==> config.mk <==
export PLATFORM = sky130hd
export DESIGN_NAME = parking_led_ctrl
export DESIGN_NICKNAME = d
export VERILOG_FILES = /design/src/rtl/parking_pkg.sv /design/src/rtl/blink_timer.sv /design/src/rtl/parking_led_ctrl.sv
export SDC_FILE = /design/constraint.sdc
export NUM_CORES = 1
export LEC_CHECK = 0
export ABC_AREA = 1
export BUFFER_PORTS_ARGS = -buffer_cell sky130_fd_sc_hd__buf_2
export CAP_MARGIN = 15
export CORE_AREA = 2 2 113 115
export CTS_BUF_LIST = sky130_fd_sc_hd__clkbuf_8
export DETAILED_ROUTE_END_ITERATION = 6
export DIE_AREA = 0 0 115 117
export MAX_ROUTING_LAYER = met4
export PLACE_DENSITY = 0.62
export SYNTH_ARGS = -nofsm -noshare
export SYNTH_HDL_FRONTEND = slang
export SYNTH_SLANG_ARGS = --single-unit
==> constraint.sdc <==
create_clock -name clk -period 1.8 [get_ports clk]
set_input_delay 0 -clock clk [delete_from_list [all_inputs] [get_ports clk]]
set_output_delay 0 -clock clk [all_outputs]
set_load 0.05 [all_outputs]
==> src/rtl/parking_pkg.sv <==
// rtl/parking_pkg.sv - shared types and constants for the parking-lot display
package parking_pkg;

  typedef enum logic {
    IDLE  = 1'b0,
    FLASH = 1'b1
  } slot_state_e;

  localparam int CNT_W     = 5;
  localparam int SLOTS_DEF = 8;

  // Ceiling log2, floored at 1 so a counter always has at least one bit.
  function automatic int clog2(input int value);
    int r;
    int v;
    r = 0;
    v = value - 1;
    while (v > 0) begin
      r = r + 1;
      v = v >>> 1;
    end
    if (r < 1) r = 1;
    return r;
  endfunction

endpackage

==> src/rtl/blink_timer.sv <==
// rtl/blink_timer.sv - blink prescaler and global phase for the parking LEDs
module blink_timer
  import parking_pkg::*;
#(
  parameter int BLINK_DIV = 25_000_000
) (
  input  logic clk,
  input  logic rst_n,
  input  logic power,
  output logic tick,
  output logic phase
);

  localparam int PW = clog2(BLINK_DIV);
  localparam logic [PW-1:0] LAST = PW'(BLINK_DIV - 1);

  logic [PW-1:0] cnt_q, cnt_d;
  logic          phase_q, phase_d;

  assign tick  = power & (cnt_q == LAST);
  assign phase = phase_q;

  always_comb begin
    cnt_d   = cnt_q;
    phase_d = phase_q;
    if (!power) begin
      // Powered down: park so every restart blinks from the same point.
      cnt_d   = '0;
      phase_d = 1'b1;
    end else if (tick) begin
      cnt_d   = '0;
      phase_d = ~phase_q;
    end else begin
      cnt_d = cnt_q + 1'b1;
    end
  end

  always_ff @(posedge clk or negedge rst_n) begin
    if (!rst_n) begin
      cnt_q   <= '0;
      phase_q <= 1'b1;
    end else begin
      cnt_q   <= cnt_d;
      phase_q <= phase_d;
    end
  end

endmodule

==> src/rtl/parking_led_ctrl.sv <==
// rtl/parking_led_ctrl.sv - per-space LED driver with departure flash sequence
module parking_led_ctrl
  import parking_pkg::*;
#(
  parameter int SLOTS       = SLOTS_DEF,
  parameter int BLINK_DIV   = 25_000_000,
  parameter int BLINK_COUNT = 3
) (
  input  logic               clk,
  input  logic               rst_n,
  input  logic               power,
  input  logic [SLOTS-1:0]   occupied,
  input  logic [SLOTS-1:0]   leave_req,
  output logic [2*SLOTS-1:0] led,
  output logic [SLOTS-1:0]   leaving,
  output logic [SLOTS-1:0]   leave_done,
  output logic               lot_full
);

  localparam logic [CNT_W-1:0] LAST_TICK = CNT_W'(2 * BLINK_COUNT - 1);

  logic tick;
  logic phase;
  logic lot_full_q, lot_full_d;

  blink_timer #(
    .BLINK_DIV(BLINK_DIV)
  ) u_timer (
    .clk  (clk),
    .rst_n(rst_n),
    .power(power),
    .tick (tick),
    .phase(phase)
  );

  for (genvar i = 0; i < SLOTS; i++) begin : g_slot
    slot_state_e      state_q, state_d;
    logic [CNT_W-1:0] cnt_q, cnt_d;
    logic             done_q, done_d;
    logic             led_occ_q, led_occ_d;
    logic             led_free_q, led_free_d;

    always_comb begin
      state_d = state_q;
      cnt_d   = cnt_q;
      done_d  = 1'b0;
      case (state_q)
        IDLE: begin
          if (power && leave_req[i] && occupied[i]) begin
            state_d = FLASH;
            cnt_d   = '0;
          end
        end
        FLASH: begin
          // Abort is checked first so it beats a coincident final tick.
          if (!power || !occupied[i]) begin
            state_d = IDLE;
          end else if (tick) begin
            if (cnt_q == LAST_TICK) begin
              state_d = IDLE;
              done_d  = 1'b1;
            end else begin
              cnt_d = cnt_q + 1'b1;
            end
          end
        end
        default: state_d = IDLE;
      endcase

      led_occ_d  = power & occupied[i] & ((state_q == IDLE) | phase);
      led_free_d = power & ~occupied[i];
    end

    always_ff @(posedge clk or negedge rst_n) begin
      if (!rst_n) begin
        state_q    <= IDLE;
        cnt_q      <= '0;
        done_q     <= 1'b0;
        led_occ_q  <= 1'b0;
        led_free_q <= 1'b0;
      end else begin
        state_q    <= state_d;
        cnt_q      <= cnt_d;
        done_q     <= done_d;
        led_occ_q  <= led_occ_d;
        led_free_q <= led_free_d;
      end
    end

    assign leaving[i]    = (state_q == FLASH);
    assign leave_done[i] = done_q;
    assign led[2*i+1]    = led_occ_q;
    assign led[2*i]      = led_free_q;
  end

  assign lot_full_d = power & (&occupied);

  always_ff @(posedge clk or negedge rst_n) begin
    if (!rst_n) lot_full_q <= 1'b0;
    else        lot_full_q <= lot_full_d;
  end

  assign lot_full = lot_full_q;

endmodule

==> load_flow_metrics.sql, run 1 <==
INSERT INTO impl_metrics (metric_group, metric, value, unit) VALUES
('power_and_ir_drop', 'seq_power_share', '52.6', '%'),
('die', 'die_w', '115', 'um'),
('placed_design', 'placedInstanceArea', '0.00564', 'mm2'),
('synth', 'synth_top_area_share', '45.7', '%'),
('timing', 'worst_clock_skew', '0.0115', 'ns'),
('power_and_ir_drop', 'net-switching-power', '1.21', 'mW'),
('setup_path', 'worstSetupStartpointType', 'register', ''),
('synth', 'number_of_flops_mapped_to_enable_cells_by_yosys', '0', ''),
('synth', 'postSynth.asyncResetShare', '100', '%'),
('timing', 'period_share', '93.5', '%'),
('die', 'die_height', '117', 'um'),
('global_route', 'grt_pass1_vias', '4094', ''),
('placed_design', 'dp.final_hpwl', '8250', 'um'),
('synth', 'yosys.area.top_type', 'dfrtp_1', ''),
('finish', 'final-instance-count-excl-fill', '883', ''),
('finish', 'area_growth', '14.8', '%'),
('finish', 'number_of_inserted_filler_cells_in_the_final_layout', '1171', ''),
('finish', 'fin_area', '0.00615', 'mm2'),
('power_and_ir_drop', 'power.switching_fraction', '27.1', '%'),
('timing', 'worst_pin_slew', '0.529', 'ns'),
('power_and_ir_drop', 'relative_contribution_of_the_clock_network_to_total_power', '36.4', '%'),
('routing', 'drt_first_iter_violations', '321', ''),
('timing', 'timing.final.crit_period', '1.68', 'ns'),
('hold_path', 'hp-class', 'primary input to register', ''),
('synth', 'synthTopCellsByArea', 'dfrtp_1 46%, nand2_1 11%, nor2_1 6.4%', ''),
('job', 'maximum_capacitance_violations', '0', ''),
('timing', 'maxClockFrequency', '0.594', 'GHz'),
('synth', 'warning_count_from_the_yosys_run', '0', ''),
('setup_path', 'cp-end-kind', 'register', ''),
('finish', 'final_net_count', '764', ''),
('power_and_ir_drop', 'vdd.ir_drop.worst', '0.000290', 'V'),
('synth', 'post_synth_most_frequent_cells', '152 x nand2_1, 98 x dfrtp_1, 92 x nor2_1', ''),
('synth', 'yosysUniqueCellTypes', '32', ''),
('clock_tree', 'path_clk_slew', '0.10', 'ns'),
('clock_tree', 'cts_tree', 'done', ''),
('synth', 'synth.mux.area_fraction', '0.187', '%'),
('timing', 'timing.final.hold_violations', '0', ''),
('setup_path', 'cp_num_buf_inv', '3', ''),
('routing', 'routed.top_layer', 'met4', ''),
('placed_design', 'gp_congestion', '0.857', ''),
('routing', 'routed_via_density', '5.03', ''),
('routing', 'drc', '0', ''),
('timing', 'setup_ws_post_layout', '0.118', 'ns'),
('placed_design', 'placement.setup.worst_slack', '-0.00506', 'ns'),
('setup_path', 'critPathMostFrequentCell', 'nand2_1', ''),
('synth', 'synth_top_family_by_area', 'simple AND/OR/NAND/NOR gates', ''),
('routing', 'postRouteAntennaNets', '0', ''),
('setup_path', 'critPathMaxStageDelay', '0.44', 'ns'),
('die', 'design.die.area', '0.0135', 'mm2'),
('placed_design', 'numPlacedInstances', '844', ''),
('synth', 'compound_gate_portion_of_the_synthesized_area', '5.74', '%'),
('synth', 'synth-xor-area-share', '2.12', '%'),
('power_and_ir_drop', 'power.combinational.fraction', '11.1', '%'),
('routing', 'routedWlPerCell', '13.3', 'um'),
('setup_path', 'critical_path_class', 'register to register', ''),
('clock_tree', 'cts.sinks', '99', ''),
('routing', 'met3_wirelength', '440', 'um'),
('routing', 'drt-met1-wl', '5410', 'um'),
('global_route', 'antenna_found_initial', '0', ''),
('routing', 'detailedRoute.firstPassIterationCount', '4', ''),
('synth', 'synth.ff_latch_count', '99', ''),
('clock_tree', 'cts_inserted_buffers', '9', ''),
('setup_path', 'cp_slowest_cell', 'dfrtp_1', ''),
('run_status', 'run_status', 'complete, no violations', ''),
('finish', 'drive_gt1_share', '17.3', '%'),
('setup_path', 'worst-endpoint-required', '2.09', 'ns'),
('global_route', 'grt.overflow.total', '0', ''),
('setup_path', 'timing.critical_path.max_delay_family', 'simple AND/OR/NAND/NOR gates', ''),
('finish', 'diodes', '0', ''),
('synth', 'synth_fa_ha_area_share', '3.97', '%'),
('routing', 'via_count', '4445', '');
[flip-flops by register name (all words and copies together), names as in the netlist]
register,count
u_timer.phase,1
g_slot.cnt_q,40
u_timer.cnt_q,25
lot_full,1
g_slot.state_q,8
g_slot.done_q,8
g_slot.led_occ_q,8
g_slot.led_free_q,8
[worst register-to-register path, cell delays in order, from the launching register on]
cell and delay, ns:
dfrtp_1 0.44, inv_1 0.11, nand2_1 0.06, nor2_1 0.13
nand2_2 0.10, nor2_8 0.16, buf_4 0.16, nand3_2 0.12
nand2_2 0.15, inv_1 0.05, nand2_1 0.05, nand2_1 0.04
[power groups by stage]
stage	clock network (mW)	registers (mW)	logic, mW
floorplan	0	2.37	0.334
global placement	0	2.38	0.458
detailed placement	0	2.39	0.465
CTS	1.67	2.34	0.492
global route	1.76	2.36	0.551
finish	1.62	2.34	0.494
[cells by family (layout without fill, tap and decap cells)]
logic type	count (synthesis)	count (layout)
DFF	99	99
buffers and inverters	112	177
muxes	1	1
xor gates and xnor gates	13	13
AOI/OAI and AO/OA	60	60
and+or+nand+nor	365	366
adders and majority gates	17	17
[what timing repair did]
action                                  CTS  global route
gates cloned                              0             2
hold endpoints to repair                 97             0
pin swaps                                 1             4
resized for setup                         0            16
buffers inserted                          0             6
hold buffers                             15             0
endpoints found under the setup margin    8            65
[per-layer routing]
layer | track usage [%] | vias up
li1 | - | 2235
met1 | 23.7 | 2095
met2 | 29.8 | 98
met3 | 3.04 | 17
met4 | 8.27 | 0
met5 | - | -
[cell type report]
cell class	instances	area (um2)	share of cell area [%]
flip-flops and latches	99	2480	40.3
repair buffers	83	573	9.31
clock buffers	10	138	2.24
clock inverters	6	88.8	1.44
multi-input cells	457	2390	38.8
repair inverters	1	7.51	0.122
inverters	77	293	4.76
well taps	150	188	3.05
[final timing paths]
path | start | end | slack, ns | cells past startpoint
min | power | g_slot[4].led_occ_q | 0.03 | 3
max reg2reg | u_timer.cnt_q[8] | g_slot[6].cnt_q[2] | 0.12 | 11
max in group asynchronous | rst_n | u_timer.cnt_q[15] | 0.96 | 3
min reg2reg | u_timer.cnt_q[0] | u_timer.cnt_q[0] | 0.47 | 1
min in group asynchronous | rst_n | g_slot[4].cnt_q[1] | 0.09 | 2
max | u_timer.cnt_q[8] | g_slot[6].cnt_q[2] | 0.12 | 11
[cell usage in the layout, fill, tap and decap left out, drive strengths merged]
master	instances
nand2	167
nor2	100
dfrtp	98
inv	73
nand3	70
buf	68
a21oi	27
o21ai	27
ha	17
nand4	16
dlygate4sd3	15
nor3	10
clkbuf	10
xor2	9
clkinv	5
o22ai	4
clkinvlp	4
xnor2	4
a31oi	2
bufinv	2
nand3b	1
nor3b	1
and2	1
mux2i	1
dfstp	1
(Power assumes the default switching activity.)
==> inputs of run 2 (changes only) <==
--- a/config.mk
+++ b/config.mk
@@ -9,7 +9,6 @@
 export BUFFER_PORTS_ARGS = -buffer_cell sky130_fd_sc_hd__buf_2
 export CAP_MARGIN = 15
 export CORE_AREA = 2 2 113 115
-export CTS_BUF_LIST = sky130_fd_sc_hd__clkbuf_8
 export DETAILED_ROUTE_END_ITERATION = 6
 export DIE_AREA = 0 0 115 117
 export MAX_ROUTING_LAYER = met4
==> run 2 against run 1 <==
Combinational power about the same; register-to-register slack about the same; via count decreased by 0.58%; core utilization increased by 0.84 points; first-iteration DRC count increased by 2.5%; hold slack improved by 0.029 ns; cell count unchanged; maximum frequency increased by 0.87%; clock skew decreased by 0.0054 ns; sequential power about the same; global-route usage decreased by 0.12 points; critical path type unchanged; highest routed layer unchanged.
==> load_flow_metrics.sql, run 2 (same netlist as run 1, synthesis figures left out) <==
INSERT INTO impl_metrics (metric_group, metric, value, unit) VALUES
('power_and_ir_drop', 'power.switching_fraction', '25.6', '%'),
('clock_tree', 'root_buffer_master', 'clkbuf_16', ''),
('setup_path', 'timing.critical_path.fanout_max', '6', ''),
('timing', 'final_hold_slack', '0.0580', 'ns'),
('die', 'core_area', '0.0123', 'mm2'),
('finish', 'final_net_count', '764', ''),
('global_route', 'largest_net_degree_at_the_start_of_global_routing', '44', ''),
('timing', 'timing.final.hold_violations', '0', ''),
('placed_design', 'buffer_ports.inserted', '51', ''),
('global_route', 'antenna_found_initial', '0', ''),
('timing', 'maxClockFrequency', '0.600', 'GHz'),
('timing', 'setup_viol_count_final', '0', ''),
('clock_tree', 'path_clk_slew', '0.07', 'ns'),
('die', 'start_util', '43.5', '%'),
('die', 'boundaryPins', '52', ''),
('timing', 'setup_ws_post_layout', '0.132', 'ns'),
('setup_path', 'r2r_start', 'u_timer.cnt_q[8]', ''),
('setup_path', 'cp-end-kind', 'register', ''),
('clock_tree', 'cts.sinks', '99', ''),
('routing', 'postRouteAntennaNets', '0', ''),
('routing', 'routed_wire_length', '11700', 'um'),
('setup_path', 'timing.critical_path.max_delay_family', 'simple AND/OR/NAND/NOR gates', ''),
('setup_path', 'critPathMaxStageDelay', '0.43', 'ns'),
('die', 'design.die.area', '0.0135', 'mm2'),
('job', 'maximum_capacitance_violations', '0', ''),
('timing', 'period_share', '92.7', '%'),
('timing', 'max_slew_margin', '63.2', '%'),
('timing', 'timing.final.crit_period', '1.67', 'ns'),
('timing', 'max_slew_vio_count', '0', ''),
('setup_path', 'crit_chain', 'inv_1, nand2_1, nor2_1, nand2_2, nor2_8, buf_4, nand3_1, nand2_2, nand2_4, nand2_1, nand2_1', ''),
('die', 'num_rows', '41', ''),
('finish', 'reg.largest.list', 'g_slot.cnt_q x40, u_timer.cnt_q x25', ''),
('power_and_ir_drop', 'seq_power_share', '47.3', '%'),
('finish', 'area_growth', '16.7', '%'),
('finish', 'layout_commonest_cell', 'nand2_1', ''),
('timing', 'worst_clock_skew', '0.00609', 'ns'),
('clock_tree', 'clkLatencyLatePin', '0.35', 'ns'),
('routing', 'routed_via_density', '5.00', ''),
('setup_path', 'critPathLaunch', 'u_timer.cnt_q[8]', ''),
('routing', 'drt_first_iter_violations', '329', ''),
('global_route', 'global_route.usage.total', '18.6', '%'),
('placed_design', 'gp_congestion', '0.857', ''),
('finish', 'diodes', '0', ''),
('global_route', 'wire_length_of_the_first_global_routing_pass', '19100', 'um'),
('power_and_ir_drop', 'power_report.internal_total', '3.69', 'mW'),
('hold_path', 'hp_start', 'power', ''),
('finish', 'largest_register_ff_count', '40', ''),
('clock_tree', 'max-clock-path-buffers', '2', ''),
('setup_path', 'worstSetupStartpointType', 'register', ''),
('routing', 'drc', '0', ''),
('clock_tree', 'cts_tree', 'done', ''),
('finish', 'fin_area', '0.00626', 'mm2'),
('routing', 'routedWlPerCell', '13.2', 'um'),
('setup_path', 'worst-endpoint-required', '2.05', 'ns'),
('power_and_ir_drop', 'net-switching-power', '1.27', 'mW'),
('die', 'die_height', '117', 'um'),
('power_and_ir_drop', 'power_density', '792', 'mW/mm2'),
('placed_design', 'placement.setup.worst_slack', '-0.00506', 'ns'),
('setup_path', 'cp_slowest_cell', 'dfrtp_1', ''),
('run_status', 'run_status', 'complete, no violations', ''),
('power_and_ir_drop', 'power.combinational.fraction', '10.0', '%'),
('routing', 'detailedRoute.firstPassIterationCount', '4', ''),
('placed_design', 'placedInstanceArea', '0.00564', 'mm2'),
('setup_path', 'cp_num_buf_inv', '2', ''),
('placed_design', 'dp.final_hpwl', '8250', 'um'),
('clock_tree', 'cts_htree_levels', '3', ''),
('timing', 'worst_pin_slew', '0.548', 'ns'),
('clock_tree', 'cts_inserted_buffers', '9', ''),
('power_and_ir_drop', 'vdd.ir_drop.worst', '0.000420', 'V'),
('global_route', 'grt_pass1_vias', '4080', ''),
('hold_path', 'hp-class', 'primary input to register', ''),
('finish', 'drive_gt1_share', '17.2', '%'),
('global_route', 'grt.overflow.total', '0', ''),
('finish', 'mostFrequentLayoutCells', '149 x nand2_1, 98 x dfrtp_1, 90 x nor2_1', ''),
('finish', 'top_register', 'g_slot.cnt_q', ''),
('setup_path', 'critPathMostFrequentCell', 'nand2_1', ''),
('die', 'die_w', '115', 'um'),
('setup_path', 'worst_ep_arrival_time', '1.91', 'ns'),
('setup_path', 'critical_path_class', 'register to register', ''),
('power_and_ir_drop', 'cellLeakagePower', '3.12', 'nW'),
('routing', 'via_count', '4419', ''),
('power_and_ir_drop', 'relative_contribution_of_the_clock_network_to_total_power', '42.7', '%');
-- run 2: cell counts in the layout (fill, tap and decap cells not counted) --
No cell type changed its count.
-- run 2: per-layer routing --
layer / part of all wire (%) / up-vias / GRT usage, %
met5: 0 / - / -
met4: 1.6 / 0 / 6.99
met3: 3.1 / 15 / 3.24
met2: 49 / 72 / 29.6
met1: 47 / 2096 / 24.0
li1: - / 2236 / -
-- run 2: path summary, 6_finish.rpt --
kind | cells past startpoint | slack, ns | to
min in group asynchronous | 2 | 0.13 | g_slot[4].cnt_q[1]
worst min-delay path | 3 | 0.06 | g_slot[4].led_occ_q
max in group asynchronous | 3 | 0.93 | u_timer.cnt_q[15]
worst max register to register | 11 | 0.13 | g_slot[7].cnt_q[0]
worst min register to register | 1 | 0.47 | u_timer.cnt_q[0]
worst max-delay path | 11 | 0.13 | g_slot[7].cnt_q[0]
-- run 2: what timing repair did --
action,4_1_cts,5_1_grt
buffers inserted,0,6
gates cloned,0,2
hold buffers,15,0
pin swaps,1,4
endpoints found under the setup margin,8,64
gates resized for setup,0,16
hold endpoints to repair,93,0
-- run 2: metrics by stage --
stage	TNS [ns]	std cells	power, mW	utilization (%)
floorplan	0	667	2.71	-
global placement	0	844	2.84	45.8
detailed placement	-0.00819	844	2.85	45.8
CTS	0	875	5.00	49.7
global route	-0.00703	883	5.17	50.8
finish	0	883	4.96	50.8
-- run 2: power groups by stage --
stage                     combinational [mW]  sequential (mW)  clock [mW]
after floorplan                        0.334             2.37           0
after global placement                 0.458             2.38           0
after detailed placement               0.465             2.39           0
after CTS                              0.492             2.34        2.17
after global routing                   0.552             2.36        2.26
final                                  0.495             2.35        2.12
-- run 2: layout make-up --
class                   instances  area [um2]
clock buffers                  10         239
clock inverters                 6        88.8
fillers                      1159        6050
inverters                      77         293
multi-input cells             457        2390
flip-flops and latches         99        2480
well taps                     150         188
repair buffers                 83         573
repair inverters                1        7.51
-- run 2: tightest hold or removal path, stage by stage --
cell	delay, ns
buf_2	0.21
nand2_1	0.11
a21oi_1	0.04
